`src/rtl/ram_port_arbiter.sv`:
```
// Two-port arbiter (CPU port C, host/debug port H) in front of a single-port data RAM.
// One access per arbitration: ISSUE for one cycle, then WAIT for read data when reading.
module ram_port_arbiter #(
  parameter int unsigned ADDR_W       = 6,
  parameter int unsigned DATA_W       = 16,
  parameter int unsigned RD_LAT       = 1,
  parameter int unsigned CPU_PRIORITY = 0
) (
  input  logic              clk_main,
  input  logic              reset,
  input  logic              c_req,
  input  logic              c_we,
  input  logic [ADDR_W-1:0] c_addr,
  input  logic [DATA_W-1:0] c_wdata,
  output logic              c_gnt,
  output logic              c_rvalid,
  input  logic              h_req,
  input  logic              h_we,
  input  logic [ADDR_W-1:0] h_addr,
  input  logic [DATA_W-1:0] h_wdata,
  output logic              h_gnt,
  output logic              h_rvalid,
  output logic [DATA_W-1:0] rdata,
  output logic              ram_en,
  output logic              ram_we,
  output logic [ADDR_W-1:0] ram_addr,
  output logic [DATA_W-1:0] ram_wdata,
  input  logic [DATA_W-1:0] ram_rdata,
  output logic              busy
);

  typedef enum logic [1:0] {S_IDLE, S_ISSUE, S_WAIT} state_e;

  state_e              state_q;
  logic                own_h_q;
  logic                last_h_q;
  logic [1:0]          cnt_q;
  logic                c_gnt_q, h_gnt_q, c_rvalid_q, h_rvalid_q;
  logic                ram_en_q, ram_we_q, busy_q;
  logic [ADDR_W-1:0]   ram_addr_q;
  logic [DATA_W-1:0]   ram_wdata_q;
  logic [DATA_W-1:0]   rdata_q;
  logic                pick_h;

  // On a tie H wins only under round-robin and only if C owned the last access.
  always_comb begin
    pick_h = h_req;
    if (c_req && h_req) begin
      pick_h = (CPU_PRIORITY != 0) ? 1'b0 : !last_h_q;
    end
  end

  always_ff @(posedge clk_main or negedge reset) begin
    if (!reset) begin
      state_q     <= S_IDLE;
      own_h_q     <= 1'b0;
      last_h_q    <= 1'b1;
      cnt_q       <= '0;
      c_gnt_q     <= 1'b0;
      h_gnt_q     <= 1'b0;
      c_rvalid_q  <= 1'b0;
      h_rvalid_q  <= 1'b0;
      ram_en_q    <= 1'b0;
      ram_we_q    <= 1'b0;
      busy_q      <= 1'b0;
      ram_addr_q  <= '0;
      ram_wdata_q <= '0;
      rdata_q     <= '0;
    end else begin
      c_gnt_q    <= 1'b0;
      h_gnt_q    <= 1'b0;
      c_rvalid_q <= 1'b0;
      h_rvalid_q <= 1'b0;
      ram_en_q   <= 1'b0;
      ram_we_q   <= 1'b0;
      case (state_q)
        S_IDLE: begin
          if (c_req || h_req) begin
            state_q     <= S_ISSUE;
            own_h_q     <= pick_h;
            ram_en_q    <= 1'b1;
            ram_we_q    <= pick_h ? h_we : c_we;
            ram_addr_q  <= pick_h ? h_addr : c_addr;
            ram_wdata_q <= pick_h ? h_wdata : c_wdata;
            c_gnt_q     <= !pick_h;
            h_gnt_q     <= pick_h;
            busy_q      <= 1'b1;
          end
        end
        S_ISSUE: begin
          last_h_q <= own_h_q;
          if (ram_we_q) begin
            state_q <= S_IDLE;
            busy_q  <= 1'b0;
          end else begin
            state_q <= S_WAIT;
            cnt_q   <= 2'(RD_LAT - 1);
          end
        end
        S_WAIT: begin
          if (cnt_q == 2'd0) begin
            rdata_q    <= ram_rdata;
            c_rvalid_q <= !own_h_q;
            h_rvalid_q <= own_h_q;
            state_q    <= S_IDLE;
            busy_q     <= 1'b0;
          end else begin
            cnt_q <= cnt_q - 2'd1;
          end
        end
        default: begin
          state_q <= S_IDLE;
          busy_q  <= 1'b0;
        end
      endcase
    end
  end

  assign c_gnt     = c_gnt_q;
  assign h_gnt     = h_gnt_q;
  assign c_rvalid  = c_rvalid_q;
  assign h_rvalid  = h_rvalid_q;
  assign rdata     = rdata_q;
  assign ram_en    = ram_en_q;
  assign ram_we    = ram_we_q;
  assign ram_addr  = ram_addr_q;
  assign ram_wdata = ram_wdata_q;
  assign busy      = busy_q;

endmodule

```
`config.mk`:
```
export PLATFORM = sky130hd
export DESIGN_NAME = ram_port_arbiter
export DESIGN_NICKNAME = d
export VERILOG_FILES = /design/src/rtl/ram_port_arbiter.sv
export SDC_FILE = /design/constraint.sdc
export NUM_CORES = 1
export LEC_CHECK = 0
export CORE_UTILIZATION = 41
export CTS_CLUSTER_DIAMETER = 150
export CTS_CLUSTER_SIZE = 20
export DETAILED_ROUTE_END_ITERATION = 10
export GPL_TIMING_DRIVEN = 0
export HOLD_SLACK_MARGIN = 0.05
export PLACE_DENSITY_LB_ADDON = 0.15
export SYNTH_ARGS = -nofsm -noshare
export SYNTH_HDL_FRONTEND = slang
export SYNTH_SLANG_ARGS = --single-unit
```
`constraint.sdc`:
```
create_clock -name clk_main -period 2.2 [get_ports clk_main]
set_input_delay 0.22 -clock clk_main [delete_from_list [all_inputs] [get_ports clk_main]]
set_output_delay 0.22 -clock clk_main [all_outputs]
set_load 0.02 [all_outputs]
```
==> metrics.md <==
| Metric | Value |
|---|---|
| # H-tree levels | `2` |
| Post-CTS Resized | `0` |
| CP Max Fanout | `10` |
| Yosys cell types | `27` |
| Area share of the largest cell type after synthesis | `53.48%` |
| # clock sinks | `51` |
| DR WL/cell | `13.64 um` |
| Final antenna-violating net count | `0` |
| Largest cells by area after synthesis | `dfrtp_1 (53%), mux2_4 (22%), mux2_2 (13%)` |
| Placed cell count | `333` |
| Initial Utilization | `42.49%` |
| Fin area | `0.003652 mm^2` |
| Initial antenna violation count | `0` |
| Clock insertion delay at the later pin of the skew report | `0.30 ns` |
| Bufs on Longest Clock Path | `2` |
| Post-route insts no fill | `342` |
| Std cell rows | `27` |
| Placer Congestion | `0.7238` |
| I/O Buffers | `110` |
| Delay-heaviest family, CP | `buffers and inverters` |
| Minimum clock period | `1.675 ns` |
| Area growth syn-to-layout | `56.10%` |
| CTS tree | `done` |
| Synth Cell Area | `0.002340 mm^2` |
| Unrepaired setup endpoints after global routing | `no` |
| DRT Pass-1 Iters | `4` |
| Worst Skew | `0.01251 ns` |
| Buffer and inverter count on the worst path | `3` |
| Slew margin rel. | `59.28%` |
| Die X | `77.54 um` |
| Worst-Margin Slew | `0.6108 ns` |
| Crit. End Element | `flip-flop` |
| Pleak | `1.613 nW` |
| Tcrit/Tclk final | `76.14%` |
| Final setup viols | `0` |
| Vias per inst | `4.640` |
| R2r endpoint | `ram_wdata[8]` |
| Setup crit start | `state_q[1]` |
| Kind of critical path | `flip-flop to flip-flop` |
| Max Cap Viol | `0` |
| Core footprint | `0.005507 mm^2` |
| Delay of the slowest critical-path stage | `0.37 ns` |
| Clock slew seen by the registers of the worst setup and hold paths | `0.09 ns` |
| Worst Reg-to-Reg Cells | `6` |
| Number of diodes | `0` |
| Gr ovfl total | `0` |
| Fin nets | `336` |
| Slowest CP cell | `dfrtp_1` |
| Post-Place Cell Area | `0.003546 mm^2` |
| Gr usage total | `16.76%` |
| Hold crit path type | `primary input to async pin` |
| Register bit count reported by yosys | `51` |
| RR Startpoint | `state_q[1]` |
| Number of global-route vias before repair | `1,776` |
| FF-to-FF setup slack | `0.52 ns` |
| IO Count | `111` |
| Clock Tree Root | `clkbuf_8` |
| Final Hold Viols | `0` |
| Inserted Clock Buffers | `5` |
| # DRC | `0` |
| Post-CTS Hold Buffers | `1` |
| Crit-path cells | `buf_2 -> nor2_1 -> o21ai_2 -> inv_2 -> buf_4 -> mux2_4` |
| Syn_nets | `217` |
| Share of cells above drive strength 1 | `30.00%` |
| Cell accounting for the most synthesized area | `dfrtp_1` |
| Max VDD drop | `0.6968 mV` |
| Largest net degree at the start of global routing | `28` |
| Register area share after synthesis | `54.60%` |
| Cell area power density | `1320 mW/mm^2` |
| Vias | `1,587` |
| Final Max Tran Viols | `0` |
| Post-detail-place hpwl | `3588 um` |
| Routed WL | `4665 um` |
| Worst EP required | `2.38 ns` |
| Critical Path Start Type | `flip-flop` |
| YS warnings | `0` |
| Post-CTS Setup Bufs | `0` |
| Die area | `0.006012 mm^2` |
| DRT iter0 DRCs | `57` |
| Synth Area per Inst | `15.60 um^2` |
| Status | `completed` |
| Arrival @ worst endpoint | `1.85 ns` |
| Die height | `77.54 um` |
| Gate Count Post-Synth | `150` |
| Maximum operating frequency | `597.0 MHz` |
| Fillers | `422` |
| First-pass GRT wire length | `7893 um` |
## cell usage after synthesis
library cell and number:
a21o_1 1, inv_1 5, a21oi_1 2, a21bo_1 1, mux2_4 34, buf_6 1
mux2i_1 1, buf_8 1, a211oi_1 2, inv_2 1, nor3_1 1, buf_2 2
nand2b_1 2, buf_12 1, nor2_1 8, o21ai_2 1, ha_1 1, o22ai_1 1
buf_4 2, o21ai_0 1, dfrtp_1 50, and2_1 1, nand3_2 1, dfstp_2 1
o22a_1 1, mux2_2 26, o31ai_1 1
## worst max path at each step
stage,depth (start not counted),endpoint,slack (ns)
after global routing,6,ram_wdata[7],0.39
after global placement,1,rdata[8],-0.60
final,6,ram_wdata[8],0.52
after floorplan,5,ram_addr[5],0.66
after detailed placement,6,ram_wdata[11],0.31
after CTS,6,ram_wdata[9],0.50
## flip-flops by register name (all words and copies together) (netlist names)
signal     flops
busy           1
c_gnt          1
c_rvalid       1
cnt_q          2
h_gnt          1
h_rvalid       1
last_h_q       1
own_h_q        1
ram_addr       6
ram_en         1
ram_wdata     16
ram_we         1
rdata         16
state_q        2
## area by class of cell
type	count	area, um^2	share of cell area, %
clock buffers	6	82.58	2.261
multi-input cells	86	968.4	26.52
plain buffers	7	71.32	1.953
flip-flops and latches	51	1277	34.98
inverters	6	22.52	0.6167
repair buffers	112	1126	30.83
well taps	72	90.09	2.467
clock inverters	2	13.76	0.3768
## cell usage in the layout (no fill, tap or decap), types with 2 or more instances in the layout
cell	Yosys	layout
buf_12	1	2
buf_2	2	3
a21oi_1	2	2
clkbuf_8	0	6
nor2_1	8	8
buf_4	2	2
clkdlybuf4s50_1	0	109
mux2_4	34	34
a211oi_1	2	2
mux2_2	26	26
inv_1	5	5
dfrtp_1	50	50
nand2b_1	2	2
## cells by family after synthesis
| kind of cell | count (synthesis) | synth area share, % |
|---|---|---|
| AO/OA/AOI/OAI | 11 | 3.369 |
| adder cells (fa/ha/maj) | 1 | 0.5347 |
| buffers and inverters | 13 | 4.010 |
| flip-flops | 51 | 54.60 |
| multiplexers | 61 | 34.76 |
| AND/OR/NAND/NOR | 13 | 2.727 |
## metal layers
| layer | share of wire [%] | track usage, % | vias up |
|---|---|---|---|
| met2 | 49 | 29.12 | 64 |
| met4 | 0.56 | 5.094 | 0 |
| met1 | 42 | 19.45 | 760 |
| li1 | - | - | 761 |
| met5 | 0 | 0 | - |
| met3 | 8.1 | 5.647 | 2 |
## stage by stage
stage	worst slack, ns	utilization, %	setup TNS [ns]	total power, mW	hold WS (ns)
finish	0.5250	66.33	0	4.822	0.4611
global route	0.3889	66.33	0	5.123	0.5011
CTS	0.5044	66.33	0	4.893	0.4691
detailed placement	0.3059	64.39	0	4.317	0.2680
global placement	-0.5965	64.12	-29.79	4.276	0.4616
floorplan	0.6583	-	0	3.187	-0.07559
## power breakdown
group	total (mW)	switching, mW	internal [mW]
logic	2.66	1.14	1.52
clock network	0.553	0.295	0.257
registers	1.61	0.216	1.39
(Power assumes the default switching activity.)
